--- src/rtl/adc_pkg.sv ---
// Shared types and constants for the ADS7816-style serial ADC reader.
package adc_pkg;

  localparam int unsigned ADC_BITS     = 12;
  localparam int unsigned ADC_PERIODS  = 15;
  localparam int unsigned ADC_NULL_IDX = 2;
  localparam int unsigned ADC_MSB_IDX  = 3;

  typedef enum logic [2:0] {
    StIdle,
    StSetup,
    StClocking,
    StLatch,
    StGap
  } adc_state_e;

endpackage

--- src/rtl/adc_sclk_gen.sv ---
// DCLOCK generator: half-period counter, registered serial clock, and single-cycle
// strobes on the last high cycle (fall_tick) and last low cycle (sample_tick) of each period.
module adc_sclk_gen #(
  parameter int unsigned HALF_DIV = 2
) (
  input  logic clk_i,
  input  logic rst_i,
  input  logic run_i,
  input  logic load_i,
  input  logic last_i,
  output logic dclk_o,
  output logic fall_tick_o,
  output logic sample_tick_o
);

  logic [15:0] half_q, half_d;
  logic        dclk_q, dclk_d;
  logic        half_end;

  assign half_end = (half_q == 16'(HALF_DIV - 1));
  assign dclk_o   = dclk_q;

  always_comb begin
    half_d        = '0;
    dclk_d        = 1'b0;
    fall_tick_o   = 1'b0;
    sample_tick_o = 1'b0;
    if (load_i) begin
      dclk_d = 1'b1;
    end else if (run_i) begin
      dclk_d = dclk_q;
      half_d = half_q + 16'd1;
      if (half_end) begin
        half_d = '0;
        if (dclk_q) begin
          fall_tick_o = 1'b1;
          dclk_d      = 1'b0;
        end else begin
          // The final low half leaves DCLOCK parked low instead of starting a 16th period.
          sample_tick_o = 1'b1;
          dclk_d        = ~last_i;
        end
      end
    end
  end

  always_ff @(posedge clk_i) begin
    if (rst_i) begin
      half_q <= '0;
      dclk_q <= 1'b0;
    end else begin
      half_q <= half_d;
      dclk_q <= dclk_d;
    end
  end

endmodule

--- src/rtl/adc_serial_reader.sv ---
// Serial read-back controller for a 12-bit ADS7816-style ADC.
// Optional null-bit check built when ADC_NULLBIT_CHK_EN is defined.
module adc_serial_reader
  import adc_pkg::*;
#(
  parameter int unsigned HALF_DIV = 2,
  parameter int unsigned CS_HIGH  = 4
) (
  input  logic                clk_X4,
  input  logic                rst,
  input  logic                enable,
  input  logic                DOUT_6,
  output logic                CS_5,
  output logic                DCLOCK_7,
  output logic [ADC_BITS-1:0] data,
  output logic                valid,
  output logic                busy,
  output logic                null_err
);

  adc_state_e          state_q, state_d;
  logic [15:0]         cnt_q, cnt_d;
  logic [3:0]          bit_q, bit_d;
  logic [ADC_BITS-1:0] shreg_q, shreg_d;
  logic                fell_q, fell_d;
  logic                cs_q, busy_q, valid_q;
  logic [ADC_BITS-1:0] data_q;
  logic                sclk_run, sclk_load, last_period;
  logic                fall_tick, sample_tick, take;

  assign last_period = (bit_q == 4'(ADC_PERIODS - 1));
  // Only sample once a real falling edge has been issued in this period.
  assign take        = sample_tick & fell_q;

  adc_sclk_gen #(
    .HALF_DIV(HALF_DIV)
  ) u_sclk_gen (
    .clk_i        (clk_X4),
    .rst_i        (rst),
    .run_i        (sclk_run),
    .load_i       (sclk_load),
    .last_i       (last_period),
    .dclk_o       (DCLOCK_7),
    .fall_tick_o  (fall_tick),
    .sample_tick_o(sample_tick)
  );

  always_comb begin
    state_d   = state_q;
    cnt_d     = cnt_q;
    bit_d     = bit_q;
    shreg_d   = shreg_q;
    fell_d    = fell_q;
    sclk_run  = (state_q == StClocking);
    sclk_load = 1'b0;

    if (fall_tick) begin
      fell_d = 1'b1;
    end else if (sample_tick) begin
      fell_d = 1'b0;
    end

    if (take) begin
      if (bit_q >= 4'(ADC_MSB_IDX)) begin
        shreg_d = {shreg_q[ADC_BITS-2:0], DOUT_6};
      end
      if (!last_period) begin
        bit_d = bit_q + 4'd1;
      end
    end

    unique case (state_q)
      StIdle: begin
        if (enable) begin
          state_d = StSetup;
          cnt_d   = '0;
        end
      end
      StSetup: begin
        if (cnt_q == 16'(HALF_DIV - 1)) begin
          sclk_load = 1'b1;
          state_d   = StClocking;
          cnt_d     = '0;
          bit_d     = '0;
          shreg_d   = '0;
          fell_d    = 1'b0;
        end else begin
          cnt_d = cnt_q + 16'd1;
        end
      end
      StClocking: begin
        if (take && last_period) begin
          state_d = StLatch;
        end
      end
      StLatch: begin
        state_d = StGap;
        cnt_d   = '0;
      end
      StGap: begin
        if (cnt_q == 16'(CS_HIGH - 1)) begin
          state_d = enable ? StSetup : StIdle;
          cnt_d   = '0;
        end else begin
          cnt_d = cnt_q + 16'd1;
        end
      end
      default: state_d = StIdle;
    endcase
  end

  // Outputs are registered from the next-state decode so they align with the state.
  always_ff @(posedge clk_X4) begin
    if (rst) begin
      state_q <= StIdle;
      cnt_q   <= '0;
      bit_q   <= '0;
      shreg_q <= '0;
      fell_q  <= 1'b0;
      cs_q    <= 1'b1;
      busy_q  <= 1'b0;
      valid_q <= 1'b0;
      data_q  <= '0;
    end else begin
      state_q <= state_d;
      cnt_q   <= cnt_d;
      bit_q   <= bit_d;
      shreg_q <= shreg_d;
      fell_q  <= fell_d;
      cs_q    <= ~((state_d == StSetup) || (state_d == StClocking));
      busy_q  <= (state_d != StIdle);
      valid_q <= (state_d == StLatch);
      if (state_d == StLatch) begin
        data_q <= shreg_d;
      end
    end
  end

  assign CS_5  = cs_q;
  assign busy  = busy_q;
  assign valid = valid_q;
  assign data  = data_q;

`ifdef ADC_NULLBIT_CHK_EN
  logic null_seen_q, null_err_q;

  always_ff @(posedge clk_X4) begin
    if (rst) begin
      null_seen_q <= 1'b0;
      null_err_q  <= 1'b0;
    end else begin
      if (state_q == StSetup) begin
        null_seen_q <= 1'b0;
      end else if (take && (bit_q == 4'(ADC_NULL_IDX)) && DOUT_6) begin
        null_seen_q <= 1'b1;
      end
      if ((state_d == StLatch) && null_seen_q) begin
        null_err_q <= 1'b1;
      end
    end
  end

  assign null_err = null_err_q;
`else
  assign null_err = 1'b0;
`endif

endmodule

--- config.mk ---
export PLATFORM = sky130hd
export DESIGN_NAME = adc_serial_reader
export DESIGN_NICKNAME = d
export VERILOG_FILES = /design/src/rtl/adc_pkg.sv /design/src/rtl/adc_sclk_gen.sv /design/src/rtl/adc_serial_reader.sv
export SDC_FILE = /design/constraint.sdc
export NUM_CORES = 1
export LEC_CHECK = 0
export CAP_MARGIN = 20
export CELL_PAD_IN_SITES_DETAIL_PLACEMENT = 0
export CELL_PAD_IN_SITES_GLOBAL_PLACEMENT = 2
export CORE_MARGIN = 5
export CORE_UTILIZATION = 37
export DETAILED_ROUTE_END_ITERATION = 12
export PLACE_DENSITY = 0.8
export SETUP_SLACK_MARGIN = 0.1
export SYNTH_ARGS = -nofsm -noshare
export SYNTH_HDL_FRONTEND = slang
export SYNTH_SLANG_ARGS = --single-unit
export TNS_END_PERCENT = 20
--- constraint.sdc ---
create_clock -name clk_X4 -period 2.5 [get_ports clk_X4]
set_input_delay 0.75 -clock clk_X4 [delete_from_list [all_inputs] [get_ports clk_X4]]
set_output_delay 0.75 -clock clk_X4 [all_outputs]
set_load 0.02 [all_outputs]
==> run_results.csv <==
group,metric,value,unit
min_path,hold_start,"data[2]",
sta,slew_headroom,0.547,
logic_synthesis,yosysTopAreaCellShare,0.424,
run_status,outcome,"finished clean",
routing,drt_pass1_iterations,4,
setup_path,rr_endpoint,"shreg_q[4]",
clocking,postCtsHoldBufs,0,
setup_path,cp_top_family,"buffers and inverters",
routing,vias,2716,
cells_and_area,final_common_cell,"dfxtp_1",
setup_path,r2r_slack,430,ps
logic_synthesis,synthAdderAreaFrac,0.0237,
clocking,cts_root_buffer,"clkbuf_8",
logic_synthesis,yosys_warnings,0,
cells_and_area,layout.cells.non_filler,472,
sta,maxSlewViolCount,0,
logic_synthesis,synth_compound_area_frac,0.208,
setup_path,cp.required,1750,ps
power,clkPwrFrac,0.429,
logic_synthesis,synth_simple_gate_area_frac,0.250,
power,vdd_drop_max,0.000237,V
logic_synthesis,synthCells,344,
routing,via_per_inst,5.75,
sta,clock_skew,7.88,ps
logic_synthesis,yosys.area.top_type,"dfxtp_1",
logic_synthesis,synthMuxAreaShare,0.00356,
clocking,insertion_delay,340,ps
logic_synthesis,synthXorXnorAreaFrac,0.0332,
global_routing,grt_pass1_vias,2603,
routing,route.met2.wl,3.29,mm
min_path,hold-path-endpoint,"data[2]",
setup_path,rr_worst_depth,4,
routing,drc,0,
floorplanning,ios,21,
routing,routed_wl,7.45,mm
clocking,numCtsBuffers,9,
cells_and_area,insertedDiodeCount,0,
sta,rsz0062_at_grt,"no",
logic_synthesis,syn-num-nets,354,
clocking,post_cts_buffers,0,
routing,wl_met1,3.89,mm
placement,port_buffers,19,
setup_path,timing.rr.start,"state_q[1]",
cells_and_area,fin_area,0.00368,mm^2
clocking,cts-resized-gates,0,
min_path,holdPathStages,1,
setup_path,worstSetupPathType,"reg -> out",
floorplanning,start_util,0.383,
logic_synthesis,ys.flop_type,"dfxtp_1",
run,cap_violations,0,
routing,top_layer,"met4",
clocking,ctsLongestPathBuffers,2,
placement,dp_cells,456,
floorplanning,rows,33,
cells_and_area,drive_above_1_share,0.120,
logic_synthesis,synth_cell_types,49,
sta,setup_viol,0,
sta,hold_violations,0,
sta,whs,460,ps
routing,wl_met3,194,um
logic_synthesis,syn_area,0.00317,mm^2
logic_synthesis,synth_edf_count,0,
power,comb_power_share,0.078,
power,leakagePower,1.12,nW
clocking,clk_pin_slew,70,ps
global_routing,grt_pass1_wl,12.8,mm
clocking,cts.sinks,67,
sta,worst_pin_slew,676,ps
cells_and_area,area_growth,16.1,%
setup_path,crit_path_end_kind,"primary output",
cells_and_area,fin_util,0.445,
power,pwr-share-seq,0.493,
routing,wl_per_cell,15.8,um
logic_synthesis,syn_avg_cell_area,9.21,um^2
placement,placement.cell_area,0.00345,mm^2
logic_synthesis,synth_seq_cells,67,
setup_path,crit_slowest_cell,"clkdlybuf4s50_1",
cells_and_area,final_cell_mix,"dfxtp_1, a21oi_1, nand4_1",
power,p_sw,0.533,mW
global_routing,grt_util_all_layers,0.154,
global_routing,grt_max_degree,32,
sta,worst_slack,312,ps
floorplanning,placeableCoreArea,0.00826,mm^2
power,switching_share,0.241,
clocking,cts_tree,"yes",
placement,gp_routability_congestion,0.748,
clocking,h-tree-depth,3,
setup_path,crit_path_max_incr_delay,660,ps
logic_synthesis,ys_seq_area_frac,0.424,
sta,tns,0,ps
sta,finalCritPeriodShare,0.875,
placement,dp.final_hpwl,4.95,mm
logic_synthesis,synth_top_family_by_area,"simple AND/OR/NAND/NOR gates",
placement,preCtsSetupSlack,-38.3,ps
setup_path,path_max_fanout,6,
sta,fmax,0.457,GHz
setup_path,cp-start-kind,"flop",
floorplanning,dieArea,0.0105,mm^2
power,p_total,2.21,mW
setup_path,timing.critical_path.cells,"clkdlybuf4s50_1",
logic_synthesis,ys_top_cells_by_area,"dfxtp_1, nand4_1, or4_1",
sta,layout_min_cycle_time,2190,ps
setup_path,arrival,1440,ps
floorplanning,fp.dieW,103,um
routing,antenna_left,0,
logic_synthesis,ys_async_sr_fraction,0,
global_routing,globalRoute.totalOverflow,0,
floorplanning,die_h,103,um
power,internal_power,1.68,mW
power,power-per-cell-area,602,mW/mm^2
global_routing,antenna_found_initial,0,
setup_path,path_buf_inv,1,
routing,drt_iter0_markers,85,
min_path,worstHoldPathType,"reg -> reg",
cells_and_area,layout.nets,372,
power groups by stage:
| stage | Clock [mW] | Combinational [mW] | Sequential, mW |
|---|---|---|---|
| 2_1_floorplan | 0 | 0.117 | 1.12 |
| 3_3_place_gp | 0 | 0.170 | 1.12 |
| 3_5_place_dp | 0 | 0.171 | 1.12 |
| 4_1_cts | 0.987 | 0.172 | 1.09 |
| 5_1_grt | 1.03 | 0.190 | 1.09 |
| 6_report | 0.949 | 0.173 | 1.09 |
cell usage after synthesis (all sizes together) (5+ instances only):
master,n
dfxtp,67
nand2,17
or3,10
o21ai,18
o2bb2ai,13
nor3,5
inv,9
nand4,26
nand3,9
ha,6
a221oi,14
clkbuf,16
a21oi,26
xor2,9
or4,17
nor2,17
o31ai,16
buf,7
nor3b,5
nor4,6
area by class of cell:
| class | instances | area, um^2 |
|---|---|---|
| Fill cell | 835 | 4580 |
| Multi-Input combinational cell | 244 | 1660 |
| Sequential cell | 67 | 1340 |
| Timing Repair Buffer | 31 | 293 |
| Clock buffer | 12 | 165 |
| Tap cell | 105 | 131 |
| Clock inverter | 4 | 47.5 |
| Inverter | 9 | 33.8 |
kinds of logic after synthesis:
family / Yosys count
AOI/OAI and AO/OA: 95
other: 1
DFF: 67
xor gates and xnor gates: 12
buffers and inverters: 33
muxes: 1
adders and majority gates: 6
and+or+nand+nor: 129
layer usage:
layer / up-vias / track usage
met5: - / 0
met4: 0 / 0.0454
met3: 6 / 0.0453
met2: 25 / 0.232
met1: 1324 / 0.213
li1: 1361 / -
worst max-delay path by stage:
stage / startpoint / end / slack (ps) / cells past startpoint
finish: u_sclk_gen.dclk_o / DCLOCK_7 / 310 / 1
global route: enable / cnt_q[10] / 170 / 7
CTS: u_sclk_gen.half_q[0] / data[11] / 240 / 6
detailed placement: enable / cnt_q[2] / -40 / 7
global placement: enable / cnt_q[12] / 10 / 7
floorplan: enable / cnt_q[3] / 560 / 6
state kept, by name, indices dropped and copies added, names as in the netlist:
| register | count |
|---|---|
| CS_5 | 1 |
| bit_q | 4 |
| busy | 1 |
| cnt_q | 16 |
| data | 12 |
| fell_q | 1 |
| shreg_q | 11 |
| state_q | 3 |
| u_sclk_gen.dclk_o | 1 |
| u_sclk_gen.half_q | 16 |
| valid | 1 |
No activity file was read; power rests on OpenSTA's default activity.
